--- src/rtl/instr_fetch_unit.sv ---
// instr_fetch_unit
//   Program sequencer that sits directly in front of the multicycle core and
//   owns the core's DIN and Run inputs. It holds a small loadable program
//   memory and a program counter. It issues one instruction per core T0 and
//   presents the immediate word in the step where the core samples DIN. It then
//   waits for Done, advances the PC, and stops on HALT, on a stop request, or
//   when the watchdog expires.
//
//   Handshake: Run is a one-cycle issue strobe, high only in ISSUE. Done is
//   combinational from the core. It is sampled on the rising edge during EXEC
//   and retires the instruction that is in flight.
//
// Ports
//   Clock, Resetn      : clock, asynchronous active-low reset
//   Start              : one-cycle pulse, begins execution at address 0 (idle only)
//   Stop               : finish the current instruction, then go idle
//   LoadEn/Addr/Data   : program-memory write port (idle only)
//   Done               : core Done
//   DIN, Run           : word and run strobe driven to the core
//   PC                 : address of the current or next instruction
//   Busy               : high in ISSUE and EXEC
//   Halted, Fault      : sticky status (HALT opcode / watchdog expiry)
//   RetCount           : retired instructions, saturating at 0xFFFF

module instr_fetch_unit #(
    parameter int ADDR_W   = 6,
    parameter int WDOG_MAX = 3
) (
    input  logic              Clock,
    input  logic              Resetn,
    input  logic              Start,
    input  logic              Stop,
    input  logic              LoadEn,
    input  logic [ADDR_W-1:0] LoadAddr,
    input  logic [8:0]        LoadData,
    input  logic              Done,
    output logic [8:0]        DIN,
    output logic              Run,
    output logic [ADDR_W-1:0] PC,
    output logic              Busy,
    output logic              Halted,
    output logic              Fault,
    output logic [15:0]       RetCount
);

    localparam int DEPTH = 1 << ADDR_W;
    // The watchdog only needs to count up to WDOG_MAX-1. Reaching WDOG_MAX
    // is the fault edge itself.
    localparam int WD_W  = (WDOG_MAX > 1) ? $clog2(WDOG_MAX) : 1;

    typedef enum logic [1:0] {
        S_IDLE  = 2'd0,
        S_ISSUE = 2'd1,
        S_EXEC  = 2'd2
    } state_t;

    state_t            state, state_nx;
    logic [8:0]        mem [DEPTH];
    logic [ADDR_W-1:0] pc_q;
    logic [WD_W-1:0]   wdog_q;     // also serves as the EXEC cycle index
    logic              imm1_q, imm2_q;
    logic              stop_seen_q;
    logic              halted_q, fault_q;
    logic [15:0]       ret_q;

    logic [8:0]        cur_word, imm_word;
    logic [2:0]        cur_op;
    logic              is_halt, is_imm1, is_imm2;

    logic              start_go, do_issue, do_halt, do_retire, do_fault, wd_inc;
    logic [8:0]        din_c;
    logic              run_c;

    assign cur_word = mem[pc_q];
    assign imm_word = mem[pc_q + ADDR_W'(1)];   // wraps naturally at DEPTH-1
    assign cur_op   = cur_word[8:6];
    assign is_halt  = (cur_op == 3'b111);
    assign is_imm1  = (cur_op == 3'b001) || (cur_op == 3'b101);
    assign is_imm2  = (cur_op == 3'b100);

    // Next-state and output decode
    always_comb begin
        state_nx  = state;
        din_c     = 9'd0;
        run_c     = 1'b0;
        start_go  = 1'b0;
        do_issue  = 1'b0;
        do_halt   = 1'b0;
        do_retire = 1'b0;
        do_fault  = 1'b0;
        wd_inc    = 1'b0;
        case (state)
            S_IDLE: begin
                if (Start) begin
                    start_go = 1'b1;
                    state_nx = S_ISSUE;
                end
            end
            S_ISSUE: begin
                din_c = cur_word;
                if (is_halt) begin
                    do_halt  = 1'b1;
                    state_nx = S_IDLE;
                end else if (Stop) begin
                    state_nx = S_IDLE;
                end else begin
                    run_c    = 1'b1;
                    do_issue = 1'b1;
                    state_nx = S_EXEC;
                end
            end
            S_EXEC: begin
                // The core samples an IMM1 immediate in T1 and an IMM2 immediate in T2.
                if ((imm1_q && wdog_q == WD_W'(0)) || (imm2_q && wdog_q == WD_W'(1)))
                    din_c = imm_word;
                if (Done) begin
                    do_retire = 1'b1;
                    state_nx  = (stop_seen_q || Stop) ? S_IDLE : S_ISSUE;
                end else if (wdog_q == WD_W'(WDOG_MAX - 1)) begin
                    do_fault = 1'b1;
                    state_nx = S_IDLE;
                end else begin
                    wd_inc = 1'b1;
                end
            end
            default: state_nx = S_IDLE;
        endcase
    end

    always_ff @(posedge Clock or negedge Resetn) begin
        if (!Resetn) begin
            state       <= S_IDLE;
            pc_q        <= '0;
            wdog_q      <= '0;
            imm1_q      <= 1'b0;
            imm2_q      <= 1'b0;
            stop_seen_q <= 1'b0;
            halted_q    <= 1'b0;
            fault_q     <= 1'b0;
            ret_q       <= 16'd0;
        end else begin
            state <= state_nx;
            if (start_go) begin
                pc_q     <= '0;
                halted_q <= 1'b0;
                fault_q  <= 1'b0;
                ret_q    <= 16'd0;
            end
            if (do_halt)
                halted_q <= 1'b1;
            if (do_issue) begin
                imm1_q      <= is_imm1;
                imm2_q      <= is_imm2;
                wdog_q      <= '0;
                stop_seen_q <= 1'b0;
            end
            if (wd_inc)
                wdog_q <= wdog_q + WD_W'(1);
            if (state == S_EXEC && Stop)
                stop_seen_q <= 1'b1;
            if (do_retire) begin
                pc_q <= pc_q + ((imm1_q || imm2_q) ? ADDR_W'(2) : ADDR_W'(1));
                if (ret_q != 16'hFFFF)
                    ret_q <= ret_q + 16'd1;
            end
            if (do_fault)
                fault_q <= 1'b1;
        end
    end

    // Program memory is deliberately not reset, so a reset keeps the loaded program.
    always_ff @(posedge Clock) begin
        if (state == S_IDLE && LoadEn)
            mem[LoadAddr] <= LoadData;
    end

    assign DIN      = din_c;
    assign Run      = run_c;
    assign PC       = pc_q;
    assign Busy     = (state != S_IDLE);
    assign Halted   = halted_q;
    assign Fault    = fault_q;
    assign RetCount = ret_q;

endmodule

--- config.mk ---
export PLATFORM = sky130hd
export DESIGN_NAME = instr_fetch_unit
export DESIGN_NICKNAME = d
export VERILOG_FILES = /design/src/rtl/instr_fetch_unit.sv
export SDC_FILE = /design/constraint.sdc
export NUM_CORES = 1
export LEC_CHECK = 0
export ABC_AREA = 1
export CELL_PAD_IN_SITES_DETAIL_PLACEMENT = 1
export CELL_PAD_IN_SITES_GLOBAL_PLACEMENT = 1
export CORE_MARGIN = 4
export CORE_UTILIZATION = 30
export DETAILED_ROUTE_END_ITERATION = 8
export PLACE_DENSITY = 0.6
export SYNTH_ARGS = -nofsm -noshare
export SYNTH_HDL_FRONTEND = slang
export SYNTH_SLANG_ARGS = --single-unit
--- constraint.sdc ---
create_clock -name Clock -period 2.5 [get_ports Clock]
set_input_delay 0.625 -clock Clock [delete_from_list [all_inputs] [get_ports Clock]]
set_output_delay 0.625 -clock Clock [all_outputs]
set_load 0.01 [all_outputs]
# Word-level counts from Yosys, hierarchy flattened
# Memory sizes are Yosys's and may differ from the RTL's.
# Cells that the tools add are included.
# totals
regBits,31
ramBits,576
input_bits,21
output_inout_bits,35
n_memories,1
# classes
n_addsub,4
n_eq_ne,11
mux,39
reduce_logical,17
# memory_table
memory,depth,word_bits,read_ports,rd_ports_with_merged_regs,wr,line,text
mem,64,9,2,0,1,58,logic [8:0] mem [DEPTH];
# op_table
operator,count
$mux 16,3
$mux 1,23
$pmux 9 s2,1
$add 16x1->16 const B,1
$mux 2,8
$ne 16x16->1 const B,1
$mux 6,2
$reduce_bool 2->1,6
$eq 3x3->1 const B,3
$mux 9,1
$add 6x1->6 const B,1
$add 6x2->6,1
$pmux 2 s3,1
$eq 2x1->1 const B,2
$eq 2x2->1 const B,2
$logic_and 1x1->1,4
$logic_not 2->1,2
$logic_or 1x1->1,4
$eq 3x1->1 const B,1
$ne 3x3->1 const B,1
$add 2x1->2 const B,1
$ne 2x2->1 const B,1
$reduce_and 2->1,1

# Longest topological paths before layout
# Gate-level depths: netlist (run 1).
# An unclocked memory read counts as a cell.
# logic_depth
depth_word,6
ltp_mapped,16
mapped_depth_nobuf,15

# Worst setup path after synthesis (run 1)
# Ideal clock, no wire load.
# synth_timing
kind,register -> output
startpoint,"reg pc_q[0], in the netlist PC[0]"
endpoint,out DIN[3]
arrival_ps,2248
required_time_ps,1875
path_slack_ps,-373
stages_incl_launch_ff,13
path_cell_list,dfrtp_1 ha_1 buf_2 buf_2 clkbuf_1 o21ai_0 o211ai_1 nand3_1 nand3_1 nand3_1 nand2_1 nand2_1 a21oi_1
# synth_via
elab_chain_len,4
# synth_rtl
item,line,text
from (decl),59,logic [ADDR_W-1:0] pc_q;
from (signal assigned),162,pc_q <= pc_q + ((imm1_q || imm2_q) ? ADDR_W'(2) : ADDR_W'(1));
$add 6x1->6,75,assign imm_word = mem[pc_q + ADDR_W'(1)];
$mem_v2 64x9 *,-,
$mux 9,114,if ((imm1_q && wdog_q == WD_W'(0)) || (imm2_q && wdog_q == WD_W'(1)))
$pmux 9 s2 *,92,case (state)
to (decl),37,"output logic [8:0] DIN,"
# Mark *: on every way between the ends. The rest lies on a longest branch, timed or not.

# Worst setup path in the final report (run 1)
# layout_timing
startpoint,"reg pc_q[1], in the netlist PC[1]"
endpoint,out DIN[0]
# Same word-level chain as after synthesis.

==> flow_results.org, run 1 <==
** Global routing
- The number of global-route vias before repair came to 27.1k.
- Global routing used between 20 and 25% of the available tracks across all layers.
- Entering global routing, the biggest net connects between 60 and 70 pins.
- Summed over all layers, the global routing overflow is 0.
- Global-route wire length before repair :: around 180 mm
- The initial antenna violation count came to 2.

** Yosys
- Total of warnings raised by yosys :: 0
- In this run the cell area of the synthesized design comes to between 30000 and 40000 um2.
- Synthesized net count :: approximately 3.3k
- Post-synthesis sequential element count :: about 610
- Counting distinct cell types in the post-synthesis netlist gives 33.
- Among all flip-flop cells after synthesis, the most frequent one is sky130_fd_sc_hd__edfxtp_1.
- Mean post-synth cell area :: approximately 9.4 um2
- Fraction of the yosys area taken by sequential cells :: between 50% and 60%
- EDFF count, synth :: about 580
- Async set-reset flop share out of synthesis :: under 10%
- Synthesis produced a netlist whose cell count is between 3k and 4k.

** CTS
- Number of buffers inserted during clock tree synthesis :: 74
- Insertion delay to the later sink of the worst-skew pair :: 0.64 ns
- CTS HTree Levels :: 3
- TritonCTS built the clock tree.
- Count of hold buffers inserted by post-cts repair :: 0
- Max Root-Sink Buffers :: 3
- Clock transition at the registers of the reported paths :: around 0.06 ns
- Clock sinks :: 607
- In this run the clock root is driven by a sky130_fd_sc_hd__clkbuf_16.

** STA
- Tightest slew margin relative to the limit :: around three fifths
- Worst path setup slack after routing :: -1.31 ns
- The count of pins over their slew limit is 0.
- Fin Clk Skew :: roughly 0.027 ns
- Setup repair after global routing missed its margin :: yes
- Fmax :: roughly 260 MHz
- Minimum clock period :: 3.81 ns
- Final period util :: 152%
- Setup violations remaining at the end of the flow were counted as 17.
- The count of final hold-check violations was 0.
- For the pin with the worst max-slew slack, the measured transition is around 0.57 ns.

** Placed design
- Instance area at placement :: approximately 36000 um2
- Post-DP HPWL :: approximately 79 mm
- Place WS :: -1.26 ns
- Weighted congestion at the end of routability-driven global placement :: 0.876
- Count of buffers from port buffering :: 55

** Pwr
- Worst IR drop on VDD :: between 500 and 600 uV
- Power comes to 0.0452 W.
- Pwr Density :: between 1000 and 1500 nW/um2
- Standby leakage power :: between 10 and 15 nW

** Floorplanning
- The initialized floorplan defines between 100 and 150 standard-cell rows.
- In this run the horizontal extent of the chip is approximately 330 um.
- Starting Density :: 30.4%
- In this run the count of I/O pins placed on the die edge is between 50 and 60.
- Die footprint :: 107000 um2
- The die is roughly 330 um tall.
- In this run the standard cell core region covers 101000 um2.

** Final layout
- Area delta synth->final :: 31.1%
- After the last flow step, the layout net total stands at 3610.
- The post-route netlist has about 21% of its cells at a drive strength greater than 1.
- Once layout is done, the placed cells without fillers occupy 40100 um2.

** Drt
- Iter 0 DRT Violations :: 2663
- Number of nets still failing antenna checks after routing :: 0
- Before antenna repair, the detailed router went through 5 iterations.
- The routed design has around 120 mm of wire.
- Via-per-instance ratio :: 5.41
- The detailed router placed 27.0k vias in this run.
- In the final routed layout, each cell accounts on average for 25.0 um.
- Number of design rule violations left after detail routing :: 0

** Setup path
- Counting cells, the worst reg-to-reg path comes to 19.
- Setup crit start kind :: flop
- Critical path class :: reg -> out
- Maximum fanout along the worst path :: 9
- STA classifies the critical path endpoint as a primary output.
- Data required time at the worst endpoint :: around 1.9 ns
- Critical path arrival :: ~3.2 ns

** Run status
- Failing checks :: negative setup slack
- The run finished, with violations left.

** Flow run
- Max-cap viol count :: 0

** Worst hold path
- The min-delay analysis places its worst path in the category in -> async.
[state kept, by name (all words and copies together), names as in the netlist]
signal       flops
mem            576
RetCount        16
PC               6
state            2
wdog_q           2
Fault            1
Halted           1
imm1_q           1
imm2_q           1
stop_seen_q      1
[repair_timing]
action / 4_1_cts / 5_1_grt
pin swaps: 44 / 53
setup endpoints to repair: 21 / 19
gates cloned: 18 / 8
gates resized for setup: 232 / 142
buffers inserted: 25 / 16
[routing by layer]
metal | up-vias | part of all wire, % | wire length [um] | global-route usage, %
met4 | 0 | 3.2 | 3990 | 6.89
met2 | 900 | 46 | 57900 | 36.5
met5 | - | 0 | 0 | 0
met1 | 13700 | 45 | 55700 | 31.3
met3 | 200 | 5.7 | 7080 | 2.74
li1 | 12200 | - | - | -
[cells in the mapped netlist (2+ instances only)]
master                       n  share of area [%]
sky130_fd_sc_hd__edfxtp_1  576                 57
sky130_fd_sc_hd__clkbuf_1  104                1.3
sky130_fd_sc_hd__buf_4       2              0.049
sky130_fd_sc_hd__buf_1      30               0.37
sky130_fd_sc_hd__nand4_1    10               0.20
sky130_fd_sc_hd__inv_1     328                4.0
sky130_fd_sc_hd__mux2i_1     3              0.098
sky130_fd_sc_hd__buf_2      97                1.6
sky130_fd_sc_hd__inv_2       9               0.11
sky130_fd_sc_hd__o21ai_0   409                6.7
sky130_fd_sc_hd__xor2_2      2               0.11
sky130_fd_sc_hd__a21oi_1   391                6.4
sky130_fd_sc_hd__nand2_1   464                5.7
sky130_fd_sc_hd__o211ai_1  152                3.7
sky130_fd_sc_hd__a22oi_1    25               0.61
sky130_fd_sc_hd__clkinv_1    3              0.037
sky130_fd_sc_hd__nor3_1      7               0.11
sky130_fd_sc_hd__nor2_1    145                1.8
sky130_fd_sc_hd__ha_1       11               0.45
sky130_fd_sc_hd__dfrtp_1    31                2.5
sky130_fd_sc_hd__nand3_1   444                7.3
[cell usage in the layout, fill, tap and decap left out, types with 9 or more instances in the layout]
master                            Yosys  routed
sky130_fd_sc_hd__buf_16               0      21
sky130_fd_sc_hd__dfrtp_1             31      27
sky130_fd_sc_hd__clkinv_2             0      11
sky130_fd_sc_hd__inv_1              328     326
sky130_fd_sc_hd__nand3_4              0      29
sky130_fd_sc_hd__clkbuf_16            0      85
sky130_fd_sc_hd__clkdlybuf4s50_1      0      32
sky130_fd_sc_hd__o21ai_1              1      41
sky130_fd_sc_hd__nand3_2              0      84
sky130_fd_sc_hd__a22oi_1             25      25
sky130_fd_sc_hd__clkbuf_1           104      16
sky130_fd_sc_hd__nand4_1             10      10
sky130_fd_sc_hd__a21oi_2              0      21
sky130_fd_sc_hd__nor2_1             145     140
sky130_fd_sc_hd__o21ai_0            409     364
sky130_fd_sc_hd__buf_6                1      15
sky130_fd_sc_hd__buf_4                2     292
sky130_fd_sc_hd__clkinv_1             3      17
sky130_fd_sc_hd__nand3_1            444     331
sky130_fd_sc_hd__edfxtp_1           576     576
sky130_fd_sc_hd__buf_12               0      78
sky130_fd_sc_hd__ha_1                11       9
sky130_fd_sc_hd__a21oi_1            391     368
sky130_fd_sc_hd__nand2_1            464     433
sky130_fd_sc_hd__nand2_2              0      28
sky130_fd_sc_hd__buf_2               97      18
sky130_fd_sc_hd__o211ai_1           152     152
[power by group]
part | switching [W] | total [W] | internal [W]
registers | 0.0000976 | 0.0114 | 0.0113
logic | 0.0140 | 0.0233 | 0.00931
clock network | 0.00444 | 0.0105 | 0.00606
total | 0.0185 | 0.0452 | 0.0267
[cell type report]
cell class,count,area [um2]
diodes,2,5.00
clock buffers,94,2000
clock inverters,36,288
fillers,11200,60500
inverters,340,1300
multi-input cells,2074,11300
flip-flops and latches,607,18100
well taps,1357,1700
repair buffers,479,5440
repair inverters,1,11.3
[critical path, cell delays in order (launching register included)]
cell and delay, ns:
sky130_fd_sc_hd__dfrtp_4 0.49, sky130_fd_sc_hd__ha_4 0.28, sky130_fd_sc_hd__buf_12 0.16, sky130_fd_sc_hd__buf_16 0.16, sky130_fd_sc_hd__buf_6 0.15, sky130_fd_sc_hd__a21oi_1 0.13, sky130_fd_sc_hd__o21ai_0 0.16, sky130_fd_sc_hd__nand3_1 0.13
sky130_fd_sc_hd__nand3_2 0.12, sky130_fd_sc_hd__nand3_4 0.11, sky130_fd_sc_hd__nand3_4 0.12, sky130_fd_sc_hd__nand2_2 0.10, sky130_fd_sc_hd__nand2_2 0.05, sky130_fd_sc_hd__a21oi_2 0.18, sky130_fd_sc_hd__buf_2 0.16
[final timing paths]
kind | endpoint | slack (ns) | from
worst min register to register | stop_seen_q | 0.48 | stop_seen_q
max in group asynchronous | PC[2] | 1.72 | Resetn
worst max-delay path | DIN[0] | -1.31 | PC[1]
worst min-delay path | PC[0] | 0.43 | Resetn
worst max register to register | wdog_q[1] | -0.10 | PC[0]
min in group Clock | stop_seen_q | 0.48 | stop_seen_q
[metrics by stage]
stage                     cells  hold WS [ns]  util, %  setup TNS, ns
final                      4990         0.427     39.9         -13.05
after global routing       4988         0.438     39.9         -14.78
after CTS                  4964         0.411     39.1         -12.58
after detailed placement   4792         0.468     35.3         -12.97
after global placement     4792         0.458     35.3         -12.67
after floorplan            3255         0.329        -              0
[logic make-up after synthesis]
logic type | Yosys count | synth area share [%]
DFF | 607 | 59.1
buffers and inverters | 574 | 7.49
adders and majority gates | 12 | 0.515
muxes | 3 | 0.0981
AOI/OAI and AO/OA | 983 | 17.6
and+or+nand+nor | 1073 | 15.1
xor gates and xnor gates | 3 | 0.135
No activity file was read; power rests on OpenSTA's default activity.
==> run 2: changes to the inputs <==
- CORE_MARGIN: 4 -> unset
==> run 2 against run 1 <==
  * The flow still finishes with violations (negative setup slack)
  * Critical path type unchanged
  * Global-route usage is 0.60 points higher
  * Maximum frequency is 1.7% higher
  * Flip-flop and latch count unchanged
==> flow_results.org, run 2 (synthesized netlist as in run 1, its figures left out) <==
** Run status
- Result of the run :: finished with violations
- The final reports fail on negative setup slack.

** Drt
- Final Routed Wirelength :: 121 mm
- Drt wl/cell :: 24.3 um
- The first routing iteration left around 2.2k violations.
- In the routed design, unresolved DRC markers number 0.
- Via count :: between 20k and 30k
- Number of nets still failing antenna checks after routing :: 0
- Length of the first detailed-routing pass in iterations :: 5
- In the routed layout, each cell is associated on average with a via count of approximately 5.3.

** Final layout
- Most frequent cells in the layout :: sky130_fd_sc_hd__edfxtp_1 (576), sky130_fd_sc_hd__nand2_1 (441), sky130_fd_sc_hd__a21oi_1 (364)
- Ratio of cells with drive above 1 in the final layout :: 19.6%
- Final design instance area without fill :: around 40000 um2
- The register with the most flip-flops in the layout has between 500 and 600 of them.
- Relative to the synthesized area, the layout overhead comes to 29.4%.
- Ranked by flip-flop count, first place goes to mem.
- Utilization after layout :: around two fifths
- The net count of the finished layout is 3592.
- After the flow finishes, the layout carries non-filler instances totaling ~5.0k.
- Leaving out fill and tap cells, the most frequent cell in the layout is sky130_fd_sc_hd__edfxtp_1.

** CTS
- Clock root buffer :: sky130_fd_sc_hd__clkbuf_16
- CTS HTree Levels :: 3
- In this run, CTS created clock tree buffers numbering 73.
- TritonCTS built the clock tree.
- Clock transition at the registers of the reported paths :: 0.06 ns
- The clock passes through at most 3 buffers.
- Insertion delay to the later sink of the worst-skew pair :: ~0.64 ns
- Clock sinks :: approximately 610

** Global routing
- The initial antenna violation count was 1.
- Global routing finished with a remaining overflow of 0.
- Global-route wire length before repair :: 177 mm
- Entering global routing, the biggest net connects between 60 and 70 pins.
- The number of global-route vias before repair came to around 27k.
- Total Routing Usage GR :: between 20% and 30%

** Worst hold path
- Class of the tightest hold or removal check :: in -> reg
- For hold timing, the worst endpoint is mem[50][7].
- Cell count of the worst hold path :: 1
- The startpoint identified for the worst hold timing path is LoadData[7].

** Floorplanning
- Die footprint :: ~100000 um2
- Starting Density :: slightly above 30%
- Number of core rows :: 116
- During I/O placement, the number of pins put on the boundary was 56.
- The floorplan step set the die height to approximately 320 um.
- The die is roughly 320 um wide.
- Core area :: a little over 100000 um2

** Placed design
- Place WS :: -1.24 ns
- Cell Count Post-Placement :: roughly 4.8k
- At the end of routability-driven placement, the weighted congestion stood at approximately 0.86.
- Count of buffers from port buffering :: 55
- Instance area at placement :: 35600 um2
- Post-DP HPWL :: approximately 79 mm

** STA
- Fmax :: between 200 and 300 MHz
- The count of pins over their slew limit came to 0.
- Setup violations remaining at the end of the flow were counted as 15.
- Setup repair after global routing could not meet its margin everywhere.
- Of the available clock period, the critical path in the final layout requires 150%.
- Final Hold Slack :: about 0.27 ns
- Worst path setup slack after routing :: -1.24 ns
- Across the routed clock network, the largest skew measured is roughly 0.026 ns.
- At the pin with the least slew margin, the transition time is 0.720 ns.
- Minimum clock period :: between 3 and 4 ns
- The worst pin sits at a relative slew slack of 51.5%.
- The count of final hold-check violations is 0.

** Setup path
- Setup crit start kind :: flop
- Endpoint type of the worst setup path :: primary output
- The critical path is of the reg -> out type.
- Reg2Reg Setup Slack :: -0.02 ns
- Critical path arrival :: roughly 3.1 ns
- The worst register-to-register path ends at wdog_q[1].
- The startpoint identified for the worst register-to-register timing path is PC[0].
- Maximum fanout along the worst path :: 8
- Depth of the most critical reg-to-reg path :: 16
- At the worst endpoint, the required time is 1.88 ns.

** Pwr
- Dividing total power by cell area gives a power density of ~1100 nW/um2.
- Standby leakage power :: 14.7 nW
- The worst-case IR drop observed on VDD is about 670 uV.

** Flow run
- Max-cap viol count :: 0
run 2: repair_timing:
action,4_1_cts,5_1_grt
setup endpoints to repair,20,18
pin swaps,72,70
hold buffers,0,0
gates cloned,10,6
gates resized for setup,260,92
setup buffers,26,3
run 2: worst max path at each step:
stage          cells after the start      to  start  slack, ns
2_1_floorplan                     12  DIN[3]  PC[0]      0.003
3_3_place_gp                      13  DIN[8]  PC[1]      -1.21
3_5_place_dp                      13  DIN[8]  PC[1]      -1.24
4_1_cts                           12  DIN[0]  PC[0]      -1.22
5_1_grt                           14     Run  PC[0]      -1.38
6_report                          14  DIN[1]  PC[0]      -1.24
run 2: through the flow:
step	TNS [ns]	total power, W
2_1_floorplan	0	0.0225
3_3_place_gp	-12.72	0.0299
3_5_place_dp	-13.09	0.0300
4_1_cts	-12.02	0.0429
5_1_grt	-14.00	0.0461
6_report	-12.21	0.0439
run 2: layout make-up:
cell class	count	area, um2
clock buffer	99	1970
antenna	1	2.50
inverter	340	1310
clock inverter	31	260
fill	11200	61000
timing repair buffer	461	5050
multi-input combinational	2074	11200
timing repair inverter	2	17.5
sequential	607	18100
tap	1357	1700
run 2: critical path, cell delays in order (launching register included):
cell and delay, ns:
sky130_fd_sc_hd__dfrtp_4 0.51, sky130_fd_sc_hd__ha_4 0.31, sky130_fd_sc_hd__buf_12 0.19, sky130_fd_sc_hd__buf_12 0.17
sky130_fd_sc_hd__buf_8 0.13, sky130_fd_sc_hd__buf_6 0.12, sky130_fd_sc_hd__o21ai_2 0.05, sky130_fd_sc_hd__o211ai_1 0.22
sky130_fd_sc_hd__nand3_2 0.13, sky130_fd_sc_hd__nand3_2 0.09, sky130_fd_sc_hd__nand3_2 0.06, sky130_fd_sc_hd__nand2_1 0.05
sky130_fd_sc_hd__nand2_1 0.06, sky130_fd_sc_hd__a21oi_2 0.20, sky130_fd_sc_hd__buf_2 0.17
run 2: routing by layer:
metal  share of wire [%]  track usage [%]  vias to the layer above
met1                  44             31.3                    13400
met5                   0                0                        -
met2                  47             38.0                      827
met4                 2.8             6.56                        0
met3                 6.0             3.40                      182
li1                    -                -                    12100
run 2: report_power, final:
part	total [W]	switching [W]	internal, W
combinational	0.0222	0.0135	0.00869
clock	0.0103	0.00435	0.00592
sequential	0.0114	0.000103	0.0113
total	0.0439	0.0180	0.0259
